File: src/rtl/bpu_sram_pkg.sv
// Shared widths and types for the BPU table SRAM requester.
// Lane i of an entry covers data bits [i*LANE_W +: LANE_W].
package bpu_sram_pkg;

    localparam int unsigned ADDR_W = 9;
    localparam int unsigned DATA_W = 24;
    localparam int unsigned LANES  = 2;
    localparam int unsigned LANE_W = DATA_W / LANES;

    typedef enum logic {
        INIT,
        RUN
    } state_e;

    typedef struct packed {
        logic [ADDR_W-1:0] idx;
        logic [DATA_W-1:0] data;
        logic [LANES-1:0]  mask;
    } wr_entry_t;

endpackage

File: src/rtl/sram_wbuf.sv
// Small circular write buffer. Exposes the occupancy, the head entry, and
// per-slot index/valid so the owner can detect read-after-write hazards.
module sram_wbuf
    import bpu_sram_pkg::*;
#(
    parameter int unsigned WBUF_DEPTH = 2,
    localparam int unsigned CNT_W = $clog2(WBUF_DEPTH + 1)
) (
    input  logic                               clk,
    input  logic                               rst,
    input  logic                               push,
    input  wr_entry_t                          push_entry,
    input  logic                               pop,
    output logic [CNT_W-1:0]                   count,
    output wr_entry_t                          head,
    output logic [WBUF_DEPTH-1:0]              ent_valid,
    output logic [WBUF_DEPTH-1:0][ADDR_W-1:0]  ent_idx
);

    localparam int unsigned PTR_W = (WBUF_DEPTH > 1) ? $clog2(WBUF_DEPTH) : 1;

    wr_entry_t               mem_q [WBUF_DEPTH];
    wr_entry_t               mem_d [WBUF_DEPTH];
    logic [WBUF_DEPTH-1:0]   valid_q, valid_d;
    logic [PTR_W-1:0]        wr_ptr_q, wr_ptr_d;
    logic [PTR_W-1:0]        rd_ptr_q, rd_ptr_d;
    logic [CNT_W-1:0]        count_q, count_d;

    function automatic logic [PTR_W-1:0] ptr_inc(input logic [PTR_W-1:0] p);
        return (p == PTR_W'(WBUF_DEPTH - 1)) ? '0 : p + PTR_W'(1);
    endfunction

    always_comb begin
        mem_d    = mem_q;
        valid_d  = valid_q;
        wr_ptr_d = wr_ptr_q;
        rd_ptr_d = rd_ptr_q;
        count_d  = count_q;
        if (pop) begin
            valid_d[rd_ptr_q] = 1'b0;
            rd_ptr_d          = ptr_inc(rd_ptr_q);
        end
        if (push) begin
            mem_d[wr_ptr_q]   = push_entry;
            valid_d[wr_ptr_q] = 1'b1;
            wr_ptr_d          = ptr_inc(wr_ptr_q);
        end
        case ({push, pop})
            2'b10:   count_d = count_q + CNT_W'(1);
            2'b01:   count_d = count_q - CNT_W'(1);
            default: count_d = count_q;
        endcase
    end

    always_ff @(posedge clk) begin
        if (rst) begin
            valid_q  <= '0;
            wr_ptr_q <= '0;
            rd_ptr_q <= '0;
            count_q  <= '0;
        end else begin
            valid_q  <= valid_d;
            wr_ptr_q <= wr_ptr_d;
            rd_ptr_q <= rd_ptr_d;
            count_q  <= count_d;
        end
    end

    // Payload needs no reset: slot validity gates every use.
    always_ff @(posedge clk) begin
        mem_q <= mem_d;
    end

    always_comb begin
        count     = count_q;
        head      = mem_q[rd_ptr_q];
        ent_valid = valid_q;
        for (int unsigned i = 0; i < WBUF_DEPTH; i++) begin
            ent_idx[i] = mem_q[i].idx;
        end
    end

endmodule

File: src/rtl/sram_1p_req_ctrl.sv
// Serialises independent read and masked-write streams onto one RW0 SRAM port,
// zeroing the array after reset and stalling reads that hit buffered writes.
module sram_1p_req_ctrl
    import bpu_sram_pkg::*;
#(
    parameter int unsigned DEPTH      = 512,
    parameter int unsigned WBUF_DEPTH = 2
) (
    input  logic              clock,
    input  logic              reset,
    input  logic              r_req_valid,
    output logic              r_req_ready,
    input  logic [ADDR_W-1:0] r_req_idx,
    output logic              r_resp_valid,
    output logic [DATA_W-1:0] r_resp_data,
    input  logic              w_req_valid,
    output logic              w_req_ready,
    input  logic [ADDR_W-1:0] w_req_idx,
    input  logic [DATA_W-1:0] w_req_data,
    input  logic [LANES-1:0]  w_req_mask,
    output logic              sram_en,
    output logic              sram_wmode,
    output logic [ADDR_W-1:0] sram_addr,
    output logic [LANES-1:0]  sram_wmask,
    output logic [DATA_W-1:0] sram_wdata,
    input  logic [DATA_W-1:0] sram_rdata
);

    localparam int unsigned       CNT_W      = $clog2(WBUF_DEPTH + 1);
    localparam logic [CNT_W-1:0]  WB_FULL    = CNT_W'(WBUF_DEPTH);
    localparam logic [ADDR_W-1:0] SWEEP_LAST = ADDR_W'(DEPTH - 1);

    state_e              state_q, state_d;
    logic [ADDR_W-1:0]   sweep_q, sweep_d;
    logic                resp_valid_q, resp_valid_d;
    logic [DATA_W-1:0]   hold_q, hold_d;

    logic                              wb_push, wb_pop;
    wr_entry_t                         wb_push_entry, wb_head;
    logic [CNT_W-1:0]                  wb_count;
    logic [WBUF_DEPTH-1:0]             wb_ent_valid;
    logic [WBUF_DEPTH-1:0][ADDR_W-1:0] wb_ent_idx;
    logic                              wb_full, hazard;

    sram_wbuf #(.WBUF_DEPTH(WBUF_DEPTH)) u_wbuf (
        .clk        (clock),
        .rst        (reset),
        .push       (wb_push),
        .push_entry (wb_push_entry),
        .pop        (wb_pop),
        .count      (wb_count),
        .head       (wb_head),
        .ent_valid  (wb_ent_valid),
        .ent_idx    (wb_ent_idx)
    );

    assign wb_full       = (wb_count == WB_FULL);
    assign wb_push       = w_req_valid && w_req_ready;
    assign wb_push_entry = '{idx: w_req_idx, data: w_req_data, mask: w_req_mask};

    always_comb begin
        hazard = 1'b0;
        for (int unsigned i = 0; i < WBUF_DEPTH; i++) begin
            if (wb_ent_valid[i] && (wb_ent_idx[i] == r_req_idx)) hazard = 1'b1;
        end
    end

    always_comb begin
        state_d      = state_q;
        sweep_d      = sweep_q;
        resp_valid_d = 1'b0;
        hold_d       = resp_valid_q ? sram_rdata : hold_q;
        r_req_ready  = 1'b0;
        w_req_ready  = 1'b0;
        wb_pop       = 1'b0;
        sram_en      = 1'b0;
        sram_wmode   = 1'b0;
        sram_addr    = '0;
        sram_wmask   = '0;
        sram_wdata   = '0;
        if (!reset) begin
            case (state_q)
                INIT: begin
                    sram_en    = 1'b1;
                    sram_wmode = 1'b1;
                    sram_addr  = sweep_q;
                    sram_wmask = '1;
                    sweep_d    = sweep_q + ADDR_W'(1);
                    if (sweep_q == SWEEP_LAST) begin
                        state_d = RUN;
                        sweep_d = '0;
                    end
                end
                RUN: begin
                    w_req_ready = !wb_full;
                    r_req_ready = !hazard && !wb_full;
                    // A full buffer always wins the port so writers never starve.
                    if (wb_full) begin
                        wb_pop = 1'b1;
                    end else if (r_req_valid && !hazard) begin
                        sram_en      = 1'b1;
                        sram_addr    = r_req_idx;
                        resp_valid_d = 1'b1;
                    end else if (wb_count != '0) begin
                        wb_pop = 1'b1;
                    end
                    if (wb_pop) begin
                        sram_en    = 1'b1;
                        sram_wmode = 1'b1;
                        sram_addr  = wb_head.idx;
                        sram_wmask = wb_head.mask;
                        sram_wdata = wb_head.data;
                    end
                end
                default: state_d = INIT;
            endcase
        end
    end

    always_ff @(posedge clock) begin
        if (reset) begin
            state_q      <= INIT;
            sweep_q      <= '0;
            resp_valid_q <= 1'b0;
            hold_q       <= '0;
        end else begin
            state_q      <= state_d;
            sweep_q      <= sweep_d;
            resp_valid_q <= resp_valid_d;
            hold_q       <= hold_d;
        end
    end

    // Response is suppressed during reset so an in-flight read is dropped.
    assign r_resp_valid = resp_valid_q && !reset;
    assign r_resp_data  = reset ? '0 : (resp_valid_q ? sram_rdata : hold_q);

endmodule

File: config.mk
export PLATFORM = sky130hd
export DESIGN_NAME = sram_1p_req_ctrl
export DESIGN_NICKNAME = d
export VERILOG_FILES = /design/src/rtl/bpu_sram_pkg.sv /design/src/rtl/sram_wbuf.sv /design/src/rtl/sram_1p_req_ctrl.sv
export SDC_FILE = /design/constraint.sdc
export NUM_CORES = 1
export LEC_CHECK = 0
export ABC_AREA = 1
export ABC_CLOCK_PERIOD_IN_PS = 4600
export CAP_MARGIN = 0
export CORE_UTILIZATION = 40
export CTS_CLUSTER_DIAMETER = 80
export DETAILED_ROUTE_END_ITERATION = 16
export GPL_TIMING_DRIVEN = 0
export HOLD_SLACK_MARGIN = 0.03
export PLACE_DENSITY = 0.73
export SYNTH_ARGS = -nofsm -noshare
export SYNTH_HDL_FRONTEND = slang
export SYNTH_HIERARCHICAL = 1
export SYNTH_SLANG_ARGS = --single-unit
File: constraint.sdc
create_clock -name clock -period 4.6 [get_ports clock]
set_input_delay 0.92 -clock clock [delete_from_list [all_inputs] [get_ports clock]]
set_output_delay 0.92 -clock clock [all_outputs]
set_load 0.1 [all_outputs]
==> flow_metrics.tcl <==
set metrics [dict create \
    num_rows 42 \
    dp_hpwl_um 9090 \
    cp_cell_sequence "clkdlybuf4s50_1 -> inv_2 -> nor2_1 -> nor2_1 -> nand2_1 -> nor2_2 -> nand3_4 -> nand3_4 -> nand2_4 -> nor2_8 -> inv_4 -> nor2_1 -> dlygate4sd2_1" \
    viasPerCell 4.63 \
    ys_async_sr_fraction 0 \
    num_io_pins 136 \
    synth_cell_type_count 35 \
    endpoint_kind "output pin" \
    root_buffer "clkbuf_16" \
    period_needed_ps 4420 \
    worst_pin_slew_ps 1010 \
    route.detailed.drc 0 \
    cts_tree "done" \
    syn_inst 555 \
    clock_power_share 0.389 \
    synthXorXnorAreaFrac 0.00802 \
    vdd_drop_max_mv 0.198 \
    crit_fanout 10 \
    avgRoutedWirePerCell_um 13.9 \
    diodes 0 \
    ys.flop_type "edfxtp_1" \
    synth_top_family_by_area "simple AND/OR/NAND/NOR gates" \
    muxShareOfSynthArea 0.0838 \
    leakagePower_nw 3.21 \
    areaGrowthSynthToFinish_pct 31.1 \
    drt_iter0_markers 169 \
    switching_share 0.208 \
    p_comb_frac 0.069 \
    place.gp.congestion 0.839 \
    placed_cells 866 \
    synthTopCellsByArea "edfxtp_1 38%, dfxtp_1 15%, nor2_1 7.2%" \
    worstPathArrival_ps 3500 \
    cts.clk_slew.worst_paths_ps 70 \
    maxSlewViolCount 0 \
    core_um2 13300 \
    die_w_um 119 \
    synth_compound_area_frac 0.0460 \
    tns_ps 0 \
    seqPwrFrac 0.542 \
    synth_area_per_cell_um2 9.84 \
    critPathBufInv 4 \
    cts.sinks 111 \
    grt_pass1_vias 4132 \
    die_area_um2 14100 \
    firstDrtPassIters 4 \
    final_nets 776 \
    synth_edf_count 70 \
    synth_top_area_share 0.385 \
    syn_nets 630 \
    start_util 0.411 \
    cts_buffer_depth 2 \
    start_kind "input pin" \
    vias 4088 \
    h-tree-depth 3 \
    grt_pass1_wl_um 19800 \
    yosysTopAreaCell "edfxtp_1" \
    critPathMaxStageDelay_ps 870 \
    yosysSeqAreaShare 0.535 \
    rsz0062_at_grt "no" \
    grt_usage 0.180 \
    grt_max_degree 37 \
    port_buffers 135 \
    switching_power_uw 407 \
    critical_path_class "in -> out" \
    grt_overflow_total 0 \
    cap_viol_max_count 0 \
    die_height_um 119 \
    synth.ff_latch_count 111 \
    post-route-period-util 0.960 \
    drive_gt1_frac 0.208 \
    power_density_nw_per_um2 273 \
    outcome "finished clean" \
    dpl_cell_area_um2 7040 \
    clock_latency_ps 350 \
    yosysWarnings 6 \
    p_int_mw 1.55 \
    syn-cell-area_um2 5460 \
    synth_simple_gate_area_frac 0.215 \
    finalSetupViolations 0 \
    cts_buffers 9 \
    final_area_um2 7160 \
    drtAntennaViolNets 0 \
    fin_util 0.539 \
    synthAdderAreaFrac 0.00687 \
    crit_family "buffers and inverters" \
    stdcell_count 882 \
    crit_top_cell "nor2_1" \
    crit_path_top_delay_cell "dlygate4sd2_1" \
    fmax_mhz 226 \
    critical_path_required_ps 3680 \
    hold_buffers 0 \
    hold_path_class "reg -> reg" \
    slew_headroom 0.325 \
    hold_viol_final 0 \
    routed_wl_um 12200 \
    antenna_found_initial 0 \
    worst_clock_skew_ps 5.12 \
]
==> power groups by stage <==
stage | registers (mW) | clock network [mW] | logic, mW
after floorplan | 1.08 | 0 | 0.0528
after global placement | 1.08 | 0 | 0.133
after detailed placement | 1.08 | 0 | 0.137
after CTS | 1.06 | 0.778 | 0.136
after global routing | 1.06 | 0.813 | 0.145
final | 1.06 | 0.761 | 0.135
==> worst register-to-register path, cell delays in order (launching register included) <==
cell and delay, ps:
dfxtp_1 300, buf_2 180, inv_1 160, nor2_1 120
inv_1 170, nor2_2 140, inv_1 70, nor2_1 170
inv_1 80, or2_2 290, inv_2 610
==> what timing repair did <==
action	CTS	global route
gates resized for setup	57	64
buffers inserted	0	0
setup endpoints to repair	54	38
cloned	0	0
==> through the flow <==
stage	total power, mW	worst slack [ps]	hold WS [ps]
after floorplan	1.13	498	433
after global placement	1.22	-243	457
after detailed placement	1.22	-279	462
after CTS	1.97	4.70	472
after global routing	2.02	3.41	497
final	1.96	185	473
==> synthesized netlist by cell type (7+ instances only) <==
cell type  number
nor3_1          8
inv_2           7
mux2_2         18
inv_1          71
buf_4          18
nor2_4         21
dfxtp_1        41
nor2_1        105
a21oi_1         9
nand4_1        10
edfxtp_1       70
o21ai_0        38
mux2_4         17
clkbuf_1        9
nand2_1        70
==> state kept, by name (all words and copies together) (netlist names) <==
signal and cells:
resp_valid_q 1, u_wbuf/ent_idx 18, u_wbuf/count 2, state_q 1
u_wbuf/mem_q 52, u_wbuf/ent_valid 2, u_wbuf/rd_ptr_q 1, u_wbuf/wr_ptr_q 1
sweep_q 9, hold_q 24
==> cells by family after synthesis <==
| logic type | after synthesis |
|---|---|
| multiplexers | 35 |
| buffers and inverters | 117 |
| AO/OA/AOI/OAI | 49 |
| AND/OR/NAND/NOR | 235 |
| adder cells (fa/ha/maj) | 3 |
| flip-flops | 111 |
| XOR/XNOR | 5 |
==> layout make-up <==
class | count | area [µm²]
Multi-Input combinational cell | 327 | 1970
Timing Repair Buffer | 135 | 1190
Clock inverter | 2 | 35.0
Sequential cell | 111 | 2920
Fill cell | 1212 | 6130
Buffer | 36 | 268
Tap cell | 176 | 220
Clock buffer | 14 | 244
Inverter | 81 | 307
==> layout by cell type, fill, tap and decap left out, drive strengths merged <==
master / n
a211oi: 1
a21oi: 10
and3: 1
buf: 27
bufinv: 1
clkbuf: 52
clkdlybuf4s15: 2
clkdlybuf4s50: 74
clkinv: 3
dfxtp: 41
dlygate4sd2: 23
dlymetal6s2s: 7
edfxtp: 70
ha: 3
inv: 79
mux2: 35
nand2: 72
nand3: 9
nand4: 10
nor2: 131
nor3: 8
nor3b: 2
o21ai: 38
or2: 2
xnor2: 2
xor2: 3
==> path summary, 6_finish.rpt <==
check,depth (start not counted),slack [ps],startpoint,end
worst max register to register,10,1910,state_q,u_wbuf/mem_q[50]
worst min register to register,2,470,u_wbuf/ent_valid[1],u_wbuf/ent_valid[1]
worst min-delay path,2,470,u_wbuf/ent_valid[1],u_wbuf/ent_valid[1]
worst max-delay path,13,180,r_req_idx[1],sram_wdata[0]
==> per-layer routing <==
layer  GRT usage  share of wire
met2       0.321           0.52
met5           0              0
met4      0.0712          0.017
met3      0.0316          0.046
met1       0.214           0.42
Power figures use the tool's default switching activity.
